### src/rtl/gshare_branch_predictor.sv
// gshare_branch_predictor: gshare direction predictor with an in-order resolve queue,
// registered redirect on mispredict, history repair and performance counters.
module gshare_branch_predictor #(
    parameter int IDX_W  = 4,
    parameter int HIST_W = 4,
    parameter int CNT_W  = 2,
    parameter int Q_W    = 3
) (
    input  logic        clk_in,
    input  logic        rst_in,
    input  logic        rdy_in,
    input  logic        pred_valid,
    input  logic [31:0] pred_pc,
    input  logic [31:0] pred_imm,
    output logic        pred_ready,
    output logic        pred_taken,
    output logic [31:0] pred_target,
    input  logic        res_valid,
    input  logic [31:0] res_addr,
    input  logic        res_taken,
    output logic        mispredict,
    output logic [31:0] fail_addr,
    output logic [31:0] resolved_cnt,
    output logic [31:0] mispred_cnt
);
    localparam int DEPTH = 1 << Q_W;
    typedef struct packed {
        logic [31:0]       pc;
        logic [IDX_W-1:0]  idx;
        logic              pred;
        logic [31:0]       alt;
        logic [HIST_W-1:0] snap;
    } entry_t;
    logic [CNT_W-1:0]  ctr_q [2**IDX_W];
    entry_t            q_q [DEPTH];
    logic [HIST_W-1:0] hist_q, hist_d;
    logic [Q_W-1:0]    front_q, rear_q;
    logic [Q_W:0]      count_q, count_d;
    logic              mispredict_q;
    logic [31:0]       fail_addr_q, resolved_q, mispred_cnt_q;
    logic [IDX_W-1:0]  idx;
    logic [CNT_W-1:0]  ctr_h, ctr_d;
    logic              resolve, mis, push;
    entry_t            head, new_e;
    logic              unused_pc;
    assign unused_pc = &{1'b0, pred_pc[31:IDX_W+2], pred_pc[1:0]};
    always_comb begin
        idx         = pred_pc[IDX_W+1:2] ^ IDX_W'(hist_q);
        pred_taken  = pred_valid & ctr_q[idx][CNT_W-1];
        pred_target = pred_taken ? pred_pc + pred_imm : pred_pc + 32'd4;
        pred_ready  = count_q != (Q_W+1)'(DEPTH);
        head        = q_q[front_q];
        resolve     = rdy_in && res_valid && count_q != '0 && res_addr == head.pc;
        mis         = resolve && head.pred != res_taken;
        push        = rdy_in && pred_valid && pred_ready && !mis;
        ctr_h       = ctr_q[head.idx];
        ctr_d       = res_taken ? (&ctr_h ? ctr_h : ctr_h + 1'b1) : (|ctr_h ? ctr_h - 1'b1 : ctr_h);
        new_e       = '{pc: pred_pc, idx: idx, pred: pred_taken,
                        alt: pred_taken ? pred_pc + 32'd4 : pred_pc + pred_imm, snap: hist_q};
        hist_d      = mis ? HIST_W'({head.snap, res_taken}) : push ? HIST_W'({hist_q, pred_taken}) : hist_q;
        count_d     = mis ? '0 : count_q + (Q_W+1)'(push) - (Q_W+1)'(resolve);
        mispredict   = mispredict_q;
        fail_addr    = fail_addr_q;
        resolved_cnt = resolved_q;
        mispred_cnt  = mispred_cnt_q;
    end
    always_ff @(posedge clk_in) begin
        if (rst_in) begin
            for (int i = 0; i < 2**IDX_W; i++) ctr_q[i] <= CNT_W'((1 << (CNT_W-1)) - 1);
            hist_q        <= '0;
            front_q       <= '0;
            rear_q        <= '0;
            count_q       <= '0;
            mispredict_q  <= 1'b0;
            fail_addr_q   <= '0;
            resolved_q    <= '0;
            mispred_cnt_q <= '0;
        end else if (rdy_in) begin
            if (resolve) ctr_q[head.idx] <= ctr_d;
            hist_q        <= hist_d;
            count_q       <= count_d;
            front_q       <= mis ? '0 : front_q + Q_W'(resolve);
            rear_q        <= mis ? '0 : rear_q + Q_W'(push);
            mispredict_q  <= mis;
            fail_addr_q   <= mis ? head.alt : '0;
            resolved_q    <= resolved_q + 32'(resolve);
            mispred_cnt_q <= mispred_cnt_q + 32'(mis);
        end
    end
    // Payload storage needs no reset: entries are only read while count is non-zero.
    always_ff @(posedge clk_in) begin
        if (push) q_q[rear_q] <= new_e;
    end
endmodule

### config.mk
export PLATFORM = sky130hd
export DESIGN_NAME = gshare_branch_predictor
export DESIGN_NICKNAME = d
export VERILOG_FILES = /design/src/rtl/gshare_branch_predictor.sv
export SDC_FILE = /design/constraint.sdc
export NUM_CORES = 1
export LEC_CHECK = 0
export CAP_MARGIN = 10
export CORE_MARGIN = 2
export CORE_UTILIZATION = 25
export CTS_CLUSTER_SIZE = 16
export DETAILED_ROUTE_END_ITERATION = 7
export PLACE_DENSITY = 0.47
export REMOVE_ABC_BUFFERS = 1
export SETUP_SLACK_MARGIN = 0.5
export SLEW_MARGIN = 20
export SYNTH_ARGS = -nofsm -noshare
export SYNTH_HDL_FRONTEND = slang
export SYNTH_SLANG_ARGS = --single-unit
export TNS_END_PERCENT = 20
### constraint.sdc
create_clock -name clk_in -period 16.35 [get_ports clk_in]
set_clock_uncertainty 0.2 [all_clocks]
set_input_delay 2.4525 -clock clk_in [delete_from_list [all_inputs] [get_ports clk_in]]
set_output_delay 2.4525 -clock clk_in [all_outputs]
set_load 0.03 [all_outputs]
==> impl_metrics.toml <==
[flow_run]
drv_cap = 0

[min_path]
hold_end = "fail_addr[5]"
min-delay-start = "fail_addr[5]"
hp-class = "reg2reg"
hold_depth = 2

[global_routing]
antenna_found_initial = 7
grtUsageTotal_pct = 13.9
use_met2_pct = 22.9
grt_pass1_wl_um = 130000
gr-max-usage-layer = "met2"
met1_usage_pct = 18.5
gr-total-overflow = 0
grt_pass1_vias = 18995
grt_max_degree = 93
grt_use_met3_pct = 2.84

[power_and_ir_drop]
p_leak_nw = 12.5
p_per_area_mw_per_mm2 = 112
vdd_ir_drop_max_mv = 0.0715

[logic_synthesis]
netlist_instances = 2011
ys_top_cells_by_area = "edfxtp_1 (58%), mux4_2 (11%), dfxtp_1 (7.3%)"
synth_edf_count = 608
yosys.cell_count.top_type = "edfxtp_1"
seq_area_frac_synth_pct = 65.4
synthDistinctLibCells = 63
synth_area_mm2 = 0.0314
synth_flop_cell = "edfxtp_1"
ys_warn_count = 0
synthArstFlopShare_pct = 0
synth_top_area_share_pct = 58.1
avgSynthCellArea_um2 = 15.6
ys_ff_latch = 722
synth_common_cells = "edfxtp_1 (608), nand2_1 (156), mux4_2 (148)"
synth_top_area_cell = "edfxtp_1"

[sta]
setup_tns_ns = 0
hold_violations = 0
period_share_pct = 62.0
drv_slew = 0
whs_ns = 0.234
min_period_ns = 10.14
max_slew_margin_pct = 28.0
fmax_mhz = 98.6
rsz0062_at_grt = "no"
tightest_slew_ns = 1.06
setup_viol = 0

[die]
die_y_um = 358
dieArea_mm2 = 0.128
die_w_um = 358
core-area_mm2 = 0.125
core.rowCount = 130
start_util_pct = 25.1
ios = 233

[place]
place.gp.congestion = 0.830
dp_hpwl_um = 57500
io_buffers = 232

[cts]
h-tree-depth = 3
insertion_delay_ns = 0.69
numCtsBuffers = 84
path_clk_slew_ns = 0.06
hold_buffers = 0
clk_path_buf_depth = 3
clock-sinks = 722
cts_repair_resize_count = 0
post-cts-setup-buffer-count = 0
clockRootBuffer = "clkbuf_16"
cts_tree = "built"

[worst_setup_path]
crit_required_ns = 13.70
timing.rr.end = "mispred_cnt[28]"
endpoint_kind = "output port"
r2r_slack_ns = 9.51
crit_path_start_kind = "input port"
reg2reg_depth = 19
crit_arrival_ns = 7.49
cp_max_fo = 16
path_class = "in2out"

[final_layout]
drive_above_1_share_pct = 16.2
area_growth_pct = 23.0
nNetsFinal = 2423

[routing]
drc = 0
routed_via_density = 4.65
antenna_left = 0
wl_um = 90200
wire_per_inst_um = 22.6
dr.first_iter.drc_count = 1429
vias = 18601
first_pass_iters = 5

[run_status]
outcome = "finished, final reports clean"
-- routing by layer --
layer | routed length [um] | part of all wire (%)
met3 | 5090 | 5.6
met1 | 40100 | 44
met5 | 27 | 0.030
met2 | 42900 | 48
met4 | 2020 | 2.2
-- per-stage QoR --
| step | util, % | std cells | area [um2] | power (mW) | setup WS (ns) |
|---|---|---|---|---|---|
| floorplan | - | 1921 | 31000 | 2.29 | 0.00228 |
| finish | 30.9 | 3996 | 38600 | 4.34 | 6.21 |
| detailed placement | 28.6 | 3837 | 35700 | 2.45 | 5.97 |
| CTS | 30.9 | 3994 | 38600 | 4.40 | 5.92 |
| global placement | 28.6 | 3837 | 35700 | 2.44 | 6.12 |
| global route | 30.9 | 3994 | 38600 | 4.49 | 5.78 |
-- area by class of cell --
type,count,area (um2)
inverter,25,93.8
tap,1650,2060
clock buffer,106,2230
clock inverter,51,639
sequential,722,20600
multi-input combinational,1174,10500
antenna,2,5.00
fill,12248,86400
timing repair buffer,266,2590
-- power by group --
part           internal, mW  leakage [nW]  switching [mW]
registers              2.05          6.38         0.00608
logic                 0.121          4.72           0.230
clock network          1.13          1.40           0.800
-- critical path: stages --
cell	delay, ns
clkdlybuf4s50_1	0.87
ha_1	0.53
a211oi_1	0.21
nor2_1	0.15
o31ai_1	0.35
a21oi_1	0.30
o2111ai_1	0.40
nand2_1	0.14
a41oi_1	0.52
nor2_1	0.10
a2111oi_0	0.53
buf_4	0.23
clkdlybuf4s50_1	0.67
-- flip-flops by register name, indices dropped and copies added, names as in the netlist, named ones only --
signal and flops:
rear_q 3, front_q 3, hist_q 4, mispredict 1
count_q 4, resolved_cnt 32, fail_addr 32, q_q 576
mispred_cnt 32, ctr_q 32
-- cells in the final DEF, fill, tap and decap left out, types with 12 or more instances in the layout --
cell type / n
xnor2_1: 59
o21ai_0: 31
edfxtp_1: 608
and3_1: 37
inv_1: 24
dfxtp_1: 111
mux2i_1: 113
clkbuf_16: 84
ha_1: 46
and2_1: 20
buf_4: 34
xor2_1: 87
nor2_1: 110
nand2_1: 155
a21oi_1: 44
a21o_1: 12
clkinv_2: 18
clkbuf_1: 17
clkdlybuf4s50_1: 231
o31ai_1: 14
nand4_1: 23
nor2b_1: 14
mux2_2: 33
mux4_2: 148
nand3_1: 95
nor4_1: 15
-- how the worst max path moves through the flow --
stage / slack, ns / start / cells past startpoint / end
CTS: 5.92 / pred_pc[2] / 12 / pred_target[31]
floorplan: 0.002 / register / 9 / q_q[2][0]
finish: 6.21 / pred_pc[2] / 13 / pred_target[31]
global placement: 6.12 / pred_pc[2] / 12 / pred_target[31]
global route: 5.78 / pred_pc[2] / 13 / pred_target[31]
detailed placement: 5.97 / pred_pc[2] / 12 / pred_target[31]
-- logic make-up after synthesis --
family                     after synthesis  share of synthesized area, %
and+or+nand+nor                        533                          8.25
muxes                                  296                          15.5
AOI/OAI and AO/OA                      148                          3.05
adders and majority gates               50                          2.02
DFF                                    722                          65.4
xor gates and xnor gates               147                          4.10
buffers and inverters                  115                          1.63
Note: power is estimated with default switching activity, not from simulation.
